===== src/rtl/rca_4bit_df.sv =====
// rca_4bit_df: registered ripple-carry adder; define RCA_OVERFLOW_EN to add the signed overflow output ovf.
module rca_4bit_df #(
  parameter int WIDTH = 4
) (
  input  logic             clk,
  input  logic             rst,
  input  logic [WIDTH-1:0] a,
  input  logic [WIDTH-1:0] b,
  input  logic             cin,
  output logic [WIDTH-1:0] sum,
  output logic             cout
`ifdef RCA_OVERFLOW_EN
  ,
  output logic             ovf
`endif
);
  logic [WIDTH:0]   c;
  logic [WIDTH-1:0] s;
  always_comb begin
    c    = '0;
    s    = '0;
    c[0] = cin;
    for (int i = 0; i < WIDTH; i++) begin
      s[i]   = a[i] ^ b[i] ^ c[i];
      c[i+1] = (a[i] & b[i]) | (c[i] & (a[i] ^ b[i]));
    end
  end
  always_ff @(posedge clk) begin
    sum  <= rst ? '0 : s;
    cout <= rst ? 1'b0 : c[WIDTH];
  end
`ifdef RCA_OVERFLOW_EN
  always_ff @(posedge clk)
    ovf <= rst ? 1'b0 : c[WIDTH] ^ c[WIDTH-1];
`endif
endmodule


===== config.mk =====
export PLATFORM = sky130hd
export DESIGN_NAME = rca_4bit_df
export DESIGN_NICKNAME = d
export VERILOG_FILES = /design/src/rtl/rca_4bit_df.sv
export SDC_FILE = /design/constraint.sdc
export NUM_CORES = 1
export LEC_CHECK = 0
export CELL_PAD_IN_SITES_DETAIL_PLACEMENT = 0
export CELL_PAD_IN_SITES_GLOBAL_PLACEMENT = 1
export CORE_AREA = 5 5 42 44
export CTS_CLUSTER_DIAMETER = 30
export DETAILED_ROUTE_END_ITERATION = 10
export DIE_AREA = 0 0 47 49
export DONT_BUFFER_PORTS = 1
export GPL_TIMING_DRIVEN = 0
export PLACE_DENSITY = 0.35
export SYNTH_ARGS = -nofsm -noshare
export SYNTH_HDL_FRONTEND = slang
export SYNTH_SLANG_ARGS = --single-unit
export TNS_END_PERCENT = 10

===== constraint.sdc =====
create_clock -name clk -period 2.5 [get_ports clk]
set_input_delay 0.5 -clock clk [delete_from_list [all_inputs] [get_ports clk]]
set_output_delay 0.5 -clock clk [all_outputs]
set_load 0.01 [all_outputs]

== Word level (Yosys, flattened, before mapping) ==
Index checks and enable logic that the tools add are counted.

* Bitwise operators: 20

{| class="wikitable"
|+ Operator list
! operator !! number
|-
| $and A1 B1 Y1 || 8
|-
| $xor A1 B1 Y1 || 8
|-
| $or A1 B1 Y1 || 4
|}

* Flip-flop bits (word level): 5
* Word-level logic and storage cells: 22
* Output and inout bits: 5
* Input port bits: 11

== Depth between registers and ports, before layout ==
Gate-level depths: netlist of run 1.

* Word-level depth: 9
* Depth in mapped cells: 8
* Depth with buffers taken out: 8

== Worst setup path before layout of run 1 ==
Ideal clock, no wire load.

* Kind: in2reg
* Start point: input port a[0]
* End point: register sum[3]
* Setup time: 0.064 ns
* Setup slack: 0.391 ns
* Stages: 8
* Arrival: 2.045 ns
* Path through: fa_1 -> inv_1 -> fa_1 -> inv_1 -> fa_1 -> inv_1 -> fa_1 -> nor2_1

* Word-level cells in the longest chain between the ends: 8
* Elaborated cells between the ends (all ways): 9
* Classes of those cells: bitwise: 9

{| class="wikitable"
|+ Ends and longest elaborated chain
! element !! line !! source
|-
| start: declaration || 7 || <nowiki>input logic [WIDTH-1:0] a,</nowiki>
|-
| $xor A1 B1 Y1 || 25 || <nowiki>c[i+1] = (a[i] & b[i]) | (c[i] & (a[i] ^ b[i]));</nowiki>
|-
| $and A1 B1 Y1 || 25 ||
|-
| $or A1 B1 Y1 * || 25 ||
|-
| $and A1 B1 Y1 * || 25 ||
|-
| $or A1 B1 Y1 * || 25 ||
|-
| $and A1 B1 Y1 * || 25 ||
|-
| $or A1 B1 Y1 * || 25 ||
|-
| $xor A1 B1 Y1 * || 24 || <nowiki>s[i] = a[i] ^ b[i] ^ c[i];</nowiki>
|-
| end signal: assignment || 29 || <nowiki>sum <= rst ? '0 : s;</nowiki>
|-
| end: declaration || 10 || <nowiki>output logic [WIDTH-1:0] sum,</nowiki>
|}

Every way passes the cells marked *; elsewhere a longest branch is shown, timed or not.
A chain may end at the register's enable or synchronous reset.

== Worst setup path in the final report of run 1 ==
Same ends and word-level chain as after synthesis.

==> results.sh, run 1 <==
export IMPL_cts_resized=0
export IMPL_num_rows=14
export IMPL_syn_inst=21
export IMPL_grt_overflow=0
export IMPL_synth_cell_types=5
export IMPL_fmax_mhz=521.3
export IMPL_grt_pass1_wl_um=545
export IMPL_fp_dieArea_um2=2303
export IMPL_finalHoldViolCount=0
export IMPL_synth_area_um2=230.2
export IMPL_status="finished, final reports clean"
export IMPL_wl_per_cell_um=9.878
export IMPL_fp_dieH_um=49
export IMPL_via_per_inst=3.049
export IMPL_finalInstanceArea_um2=276.5
export IMPL_io_pins=16
export IMPL_antenna_found_initial=0
export IMPL_antenna_cells=0
export IMPL_ys_seq_elements=5
export IMPL_p_leak_nw=0.1334
export IMPL_maxSlewHeadroom=0.9206
export IMPL_rsz0062_at_grt="false"
export IMPL_hp_class="input pin to flip-flop"
export IMPL_synth_seq_area_share=0.4348
export IMPL_routabilityCongestion=0.5780
export IMPL_maxCapViolCount=0
export IMPL_cts_made_buffers=3
export IMPL_placed_cells=37
export IMPL_clkSlewWorstSetupHoldPaths_ns=0.04
export IMPL_irDropWorstVdd_uv=87.82
export IMPL_fin_tns_setup_ns=0
export IMPL_drc_errors=0
export IMPL_initialDrtViolationCount=0
export IMPL_clockBufferDepth=2
export IMPL_h_tree_depth=1
export IMPL_vias=125
export IMPL_port_buffers=0
export IMPL_finish_net_count=41
export IMPL_grt_max_degree=6
export IMPL_worst_slew_pin_slew_ns=0.1190
export IMPL_yosysWarningCount=0
export IMPL_initial_core_util=0.1643
export IMPL_synth_top_cell_area_share=0.4348
export IMPL_yosysTopAreaCell="dfxtp_1"
export IMPL_post_route_period_util=0.7673
export IMPL_final_common_cell="inv_1"
export IMPL_die_x_um=47
export IMPL_fin_hold_ws_ns=0.3228
export IMPL_min_period_ns=1.918
export IMPL_cts_setup_buffers=0
export IMPL_powerDensity_nw_per_um2=751.2
export IMPL_startpoint_type="input pin"
export IMPL_layout_drive_gt1_share=0.1200
export IMPL_dr_pass1_iters=1
export IMPL_critPathRequiredTime_ns=2.68
export IMPL_syn2layout_area_growth_pct=20.11
export IMPL_hpwl_um=354
export IMPL_slew_violations=0
export IMPL_place_area_um2=250.2
export IMPL_cp_max_fo=1
export IMPL_postSynthAreaPerCell_um2=10.96
export IMPL_grt_total_usage=0.03958
export IMPL_cts_tree="built"
export IMPL_crit_arrival_ns=2.10
export IMPL_antenna_left=0
export IMPL_grt_pass1_vias=155
export IMPL_total_power_mw=0.2077
export IMPL_clock_sinks=5
export IMPL_layout_common_cells="7 x inv_1, 5 x dfxtp_1, 4 x fa_1"
export IMPL_drt_wl_total_um=405
export IMPL_crit_type="input pin to flip-flop"
export IMPL_core_um2=1401
export IMPL_ctsHoldBuffers=0
export IMPL_final_setup_viol_count=0
export IMPL_synthesis_nets=36
export IMPL_yosys_top_cells_area="dfxtp_1 43%, fa_1 35%, inv_1 11%"
export IMPL_cts_root_buf="clkbuf_4"
export IMPL_worstSetupEndpointType="flip-flop"
export IMPL_fin_cells=41
per-stage QoR:
| stage | utilization | setup slack (ns) |
|---|---|---|
| floorplan | - | 0.3909 |
| global route | 0.1973 | 0.4808 |
| detailed placement | 0.1786 | 0.3161 |
| global placement | 0.1786 | 0.3129 |
| finish | 0.1973 | 0.5817 |
| CTS | 0.1973 | 0.5690 |
cell usage after synthesis, drive strengths merged:
library cell,number
inv,7
dfxtp,5
fa,4
nor2,3
nor2b,2
worst max-delay path, stage by stage:
cell	delay [ns]
fa_1	0.39
inv_1	0.07
fa_1	0.16
inv_1	0.05
fa_1	0.35
inv_1	0.08
fa_1	0.40
nor2_1	0.10
final timing paths:
| path | startpoint | end | slack, ns | cells after the start |
|---|---|---|---|---|
| max | a[0] | sum[3]$_SDFF_PP0_ | 0.58 | 8 |
| min | rst | sum[1]$_SDFF_PP0_ | 0.32 | 1 |
routing by layer:
metal	share of wire	track usage	up-vias
met5	0	0	-
met4	0	0.06912	0
met3	0.14	0.01107	0
met2	0.47	0.04299	10
met1	0.39	0.04222	52
li1	-	-	63
power breakdown:
group	internal [mW]	leakage (nW)	total, mW	switching (mW)
Sequential	0.0894	0.0417	0.0970	0.00759
Clock	0.0602	0.0150	0.0917	0.0315
Combinational	0.00960	0.0768	0.0190	0.00945
flip-flops by register name, indices dropped and copies added (netlist names):
signal,count
sum,4
cout,1
area by class of cell:
cell class	instances	area (um2)
Multi-Input combinational cell	9	103.9
Fill cell	164	1125
Sequential cell	5	100.1
Inverter	7	26.28
Clock buffer	4	26.28
Tap cell	16	20.02
cells by family (layout without fill, tap and decap cells):
group,count (synthesis),in the layout,synth area share
buf+inv,7,11,0.1142
flops,5,5,0.4348
simple gates,5,5,0.1032
fa+ha+maj,4,4,0.3478
Note: power is estimated with default switching activity, not from simulation.
==> run 2: changes to the inputs <==
==> constraint.sdc (replaced) <==
create_clock -name clk -period 1.8 [get_ports clk]
set_input_delay 0.36 -clock clk [delete_from_list [all_inputs] [get_ports clk]]
set_output_delay 0.36 -clock clk [all_outputs]
set_load 0.01 [all_outputs]
==> results.sh, run 2 (synthesis results as in run 1) <==
export IMPL_io_pins=16
export IMPL_startpoint_type="input pin"
export IMPL_initialDrtViolationCount=0
export IMPL_cp_max_fo=1
export IMPL_crit_start="a[0]"
export IMPL_top_register="sum"
export IMPL_final_common_cell="dfxtp_1"
export IMPL_top_regs="sum (4), cout (1)"
export IMPL_final_setup_viol_count=0
export IMPL_clock_sinks=5
export IMPL_grt_pass1_vias=151
export IMPL_power_switching_mw=0.06691
export IMPL_port_buffers=0
export IMPL_via_per_inst=3.244
export IMPL_crit_type="input pin to flip-flop"
export IMPL_post_route_period_util=0.9532
export IMPL_worstSetupEndpointType="flip-flop"
export IMPL_layout_common_cells="5 x dfxtp_1, 4 x inv_1"
export IMPL_p_sw_frac=0.2306
export IMPL_fin_util=0.2027
export IMPL_slew_violations=0
export IMPL_drt_wl_total_um=400
export IMPL_n_fill_cell=164
export IMPL_maxCapViolCount=0
export IMPL_cts_resized=0
export IMPL_hp_class="input pin to flip-flop"
export IMPL_clkSlewWorstSetupHoldPaths_ns=0.04
export IMPL_grt_overflow=0
export IMPL_wl_met3_um=55
export IMPL_irDropWorstVdd_uv=143.8
export IMPL_layout_drive_gt1_share=0.3600
export IMPL_power_frac_seq=0.465
export IMPL_critPathRequiredTime_ns=1.97
export IMPL_cp_endpoint="sum[3]$_SDFF_PP0_"
export IMPL_core_um2=1401
export IMPL_routabilityCongestion=0.5788
export IMPL_grt_pass1_wl_um=558
export IMPL_clockBufferDepth=2
export IMPL_wl_met2_um=193
export IMPL_ff_latch_area_um2=100.1
export IMPL_vias=133
export IMPL_p_clk_frac=0.430
export IMPL_cts_root_buf="clkbuf_4"
export IMPL_ctsHoldBuffers=0
export IMPL_initial_core_util=0.1643
export IMPL_p_comb_frac=0.105
export IMPL_die_x_um=47
export IMPL_largest_reg_flops=4
export IMPL_syn2layout_area_growth_pct=23.37
export IMPL_antenna_left=0
export IMPL_h_tree_depth=1
export IMPL_finish_net_count=41
export IMPL_status="finished, final reports clean"
export IMPL_cts_made_buffers=3
export IMPL_cts_setup_buffers=0
export IMPL_fmax_mhz=582.8
export IMPL_p_int_mw=0.2233
export IMPL_highest_layer="met3"
export IMPL_total_power_mw=0.2902
export IMPL_drt_met1_wl_um=152
export IMPL_finalHoldViolCount=0
export IMPL_min_period_ns=1.716
export IMPL_pre_cts_ws_ns=-0.1943
export IMPL_cts_tree="built"
export IMPL_grt_total_usage=0.04028
export IMPL_wl_per_cell_um=9.756
export IMPL_powerDensity_nw_per_um2=1022
export IMPL_worst_slack_ns=0.08421
export IMPL_fp_dieArea_um2=2303
export IMPL_worst_slew_pin_slew_ns=0.1152
export IMPL_crit_arrival_ns=1.89
export IMPL_drc_errors=0
export IMPL_p_leak_nw=0.1277
export IMPL_antenna_found_initial=0
export IMPL_dr_pass1_iters=1
export IMPL_antenna_cells=0
export IMPL_grt_max_degree=6
export IMPL_num_rows=14
export IMPL_fp_dieH_um=49
export IMPL_rsz0062_at_grt="false"
export IMPL_maxSlewHeadroom=0.9231
export IMPL_multiInputGateArea_um2=111.4
## run 2: changes by cell type in the layout (fill, tap and decap cells not counted)
cell | before | now
fa_1 | 4 | 1
inv_2 | 0 | 3
inv_1 | 7 | 4
fa_2 | 0 | 3
## run 2: layout make-up
cell class	instances	area share
multi-input combinational	9	0.3921
sequential	5	0.3524
clock buffer	4	0.09251
inverter	7	0.09251
tap	16	0.07048
## run 2: stage by stage
step | cells | TNS, ns | hold WS (ns) | cell area (um2)
global route | 41 | 0 | 0.1794 | 284.0
global placement | 37 | -0.1914 | 0.4322 | 257.7
finish | 41 | 0 | 0.1881 | 284.0
detailed placement | 37 | -0.1943 | 0.4355 | 257.7
CTS | 41 | 0 | 0.1782 | 284.0
floorplan | 21 | -0.1436 | 0.4267 | 237.7
## run 2: layer usage
layer	global-route usage	vias to the layer above
met1	0.04667	60
met2	0.04072	10
met3	0.01107	0
met4	0.06912	0
met5	0	-
li1	-	63
## run 2: worst min path at each step
stage | startpoint | end | slack (ns) | cells past startpoint
CTS | rst | sum[0]$_SDFF_PP0_ | 0.18 | 1
global placement | rst | sum[1]$_SDFF_PP0_ | 0.43 | 1
detailed placement | rst | sum[0]$_SDFF_PP0_ | 0.44 | 1
floorplan | rst | cout$_SDFF_PP0_ | 0.43 | 1
finish | rst | sum[0]$_SDFF_PP0_ | 0.19 | 1
global route | rst | sum[3]$_SDFF_PP0_ | 0.18 | 1
## run 2: critical path, stage by stage
cell    delay (ns)
fa_2          0.36
inv_2         0.06
fa_2          0.18
inv_2         0.04
fa_2          0.32
inv_2         0.06
fa_1          0.40
nor2_1        0.10
## run 2: power groups by stage
stage	Clock [mW]	Sequential (mW)	Combinational, mW
after floorplan	0	0.136	0.0259
final	0.125	0.135	0.0305
after detailed placement	0	0.137	0.0328
after CTS	0.133	0.135	0.0331
after global placement	0	0.137	0.0320
after global routing	0.136	0.136	0.0385
==> run 3: changes to the inputs <==
--- a/config.mk
+++ b/config.mk
@@ -5,6 +5,7 @@
 export SDC_FILE = /design/constraint.sdc
 export NUM_CORES = 1
 export LEC_CHECK = 0
+export ABC_AREA = 1
 export CELL_PAD_IN_SITES_DETAIL_PLACEMENT = 0
 export CELL_PAD_IN_SITES_GLOBAL_PLACEMENT = 1
 export CORE_AREA = 5 5 42 44
@@ -13,7 +14,7 @@
 export DIE_AREA = 0 0 47 49
 export DONT_BUFFER_PORTS = 1
 export GPL_TIMING_DRIVEN = 0
-export PLACE_DENSITY = 0.35
+export PLACE_DENSITY = 0.36
 export SYNTH_ARGS = -nofsm -noshare
 export SYNTH_HDL_FRONTEND = slang
 export SYNTH_SLANG_ARGS = --single-unit
==> results.sh, run 3 <==
export IMPL_status="finished, final reports clean"
export IMPL_port_buffers=0
export IMPL_routabilityCongestion=0.5536
export IMPL_rsz0062_at_grt="false"
export IMPL_vias=136
export IMPL_synth_adder_area_share=0.3441
export IMPL_antenna_cells=0
export IMPL_core_um2=1401
export IMPL_yosys_most_used_dff="dfxtp_1"
export IMPL_wl_per_cell_um=8.930
export IMPL_grt_total_usage=0.04108
export IMPL_fp_dieArea_um2=2303
export IMPL_drc_errors=0
export IMPL_p_clk_frac=0.426
export IMPL_worst_slew_pin_slew_ns=0.1228
export IMPL_largest_reg_flops=4
export IMPL_synthArstFlopShare=0
export IMPL_finish_net_count=43
export IMPL_synth_cell_types=4
export IMPL_post_route_period_util=0.9509
export IMPL_cts_tree="built"
export IMPL_slew_violations=0
export IMPL_synthesis_nets=38
export IMPL_cts_made_buffers=3
export IMPL_syn_inst=23
export IMPL_max_stage_delay_ns=0.40
export IMPL_top_regs="sum (4), cout (1)"
export IMPL_grt_pass1_vias=166
export IMPL_layout_drive_gt1_share=0.3333
export IMPL_p_comb_frac=0.107
export IMPL_fin_util=0.2045
export IMPL_synth_edff_count=0
export IMPL_num_rows=14
export IMPL_synth_top_cell_area_share=0.4301
export IMPL_finalHoldViolCount=0
export IMPL_crit_family="adder cells"
export IMPL_antenna_left=0
export IMPL_startpoint_type="input pin"
export IMPL_power_switching_mw=0.06722
export IMPL_worst_path_buf_inv=3
export IMPL_yosys_area_share_simple=0.08065
export IMPL_hp_class="input pin to flip-flop"
export IMPL_p_int_mw=0.2224
export IMPL_io_pins=16
export IMPL_cts_setup_buffers=0
export IMPL_synth_xor_area_share=0
export IMPL_crit_arrival_ns=1.88
export IMPL_fp_dieH_um=49
export IMPL_critPathSlowestCell="fa_1"
export IMPL_final_common_cell="inv_1"
export IMPL_yosysTopAreaCell="dfxtp_1"
export IMPL_initialDrtViolationCount=1
export IMPL_top_register="sum"
export IMPL_grt_max_degree=6
export IMPL_power_frac_seq=0.467
export IMPL_cts_resized=0
export IMPL_worst_slack_ns=0.08839
export IMPL_antenna_found_initial=0
export IMPL_synth_compound_area_frac=0
export IMPL_grt_pass1_wl_um=572
export IMPL_initial_core_util=0.1661
export IMPL_final_setup_viol_count=0
export IMPL_maxSlewHeadroom=0.9180
export IMPL_path_cells="fa_2 -> inv_2 -> fa_2 -> inv_2 -> fa_2 -> inv_2 -> fa_1 -> nor2_1"
export IMPL_fmax_mhz=584.2
export IMPL_synth_area_um2=232.7
export IMPL_p_leak_nw=0.1379
export IMPL_critPathRequiredTime_ns=1.97
export IMPL_p_sw_frac=0.2321
export IMPL_synth_seq_area_share=0.4301
export IMPL_yosysWarningCount=0
export IMPL_worstSetupEndpointType="flip-flop"
export IMPL_yosys_top_cells_area="dfxtp_1 43%, fa_1 34%, inv_1 15%"
export IMPL_clockBufferDepth=2
export IMPL_cts_root_buf="clkbuf_4"
export IMPL_grt_overflow=0
export IMPL_irDropWorstVdd_uv=156.8
export IMPL_ys_seq_elements=5
export IMPL_die_x_um=47
export IMPL_maxCapViolCount=0
export IMPL_syn2layout_area_growth_pct=23.12
export IMPL_pre_cts_ws_ns=-0.1887
export IMPL_powerDensity_nw_per_um2=1011
export IMPL_layout_common_cells="6 x inv_1, 5 x nor2_1, 5 x dfxtp_1"
export IMPL_synth_top_family_by_area="adder cells"
export IMPL_cp_max_fo=1
export IMPL_synth_mux_area_frac=0
export IMPL_drt_wl_total_um=384
export IMPL_postSynthAreaPerCell_um2=10.12
export IMPL_yosysMostFrequentCell="inv_1"
export IMPL_crit_type="input pin to flip-flop"
export IMPL_yosys_top_cells_count="9 x inv_1, 5 x dfxtp_1, 5 x nor2_1"
export IMPL_clock_sinks=5
export IMPL_min_period_ns=1.712
export IMPL_via_per_inst=3.163
export IMPL_clkSlewWorstSetupHoldPaths_ns=0.04
export IMPL_dr_pass1_iters=2
export IMPL_h_tree_depth=1
run 3: changes by cell type in the layout (fill, tap and decap cells not counted), sizes merged:
cell / previous run / this run
inv: 7 / 9
nor2: 3 / 5
nor2b: 2 / 0
run 3: layout make-up:
cell class | count | area (um2)
fillers | 174 | 1115
multi-input cells | 9 | 106.4
flip-flops and latches | 5 | 100.1
inverters | 9 | 33.78
clock buffers | 4 | 26.28
well taps | 16 | 20.02
run 3: cells by family after synthesis:
| family | Yosys count |
|---|---|
| simple gates | 5 |
| fa+ha+maj | 4 |
| flops | 5 |
| buf+inv | 9 |
run 3: repair_timing:
item,CTS,global route
endpoints found under the hold margin,0,0
hold buffers,0,0
setup endpoints to repair,0,1
run 3: layer usage:
layer	routed length (um)	global-route usage	vias to the layer above	part of all wire
met4	19	0.09677	0	0.049
met2	174	0.04299	11	0.45
li1	-	-	67	-
met1	126	0.03132	56	0.33
met3	63	0.01476	2	0.16
met5	0	0	-	0
run 3: worst paths after layout:
path / to / depth (start not counted) / from
hold / removal: sum[1]$_SDFF_PP0_ / 1 / rst
setup / recovery: sum[3]$_SDFF_PP0_ / 8 / a[0]
run 3: stage by stage:
step,cells,hold WS [ns],TNS [ns],power (mW),instance area [um2]
floorplan,23,0.4267,-0.1436,0.1632,240.2
global placement,39,0.4318,-0.1863,0.1704,260.3
detailed placement,39,0.4289,-0.1887,0.1705,260.3
CTS,43,0.1734,0,0.3009,286.5
global route,43,0.1674,0,0.3144,286.5
finish,43,0.1850,0,0.2896,286.5
run 3: power by group through the flow:
stage / logic, mW / registers, mW / clock network, mW
6_report: 0.0309 / 0.135 / 0.123
5_1_grt: 0.0368 / 0.137 / 0.140
4_1_cts: 0.0326 / 0.136 / 0.132
3_5_place_dp: 0.0324 / 0.138 / 0
3_3_place_gp: 0.0324 / 0.138 / 0
2_1_floorplan: 0.0276 / 0.136 / 0
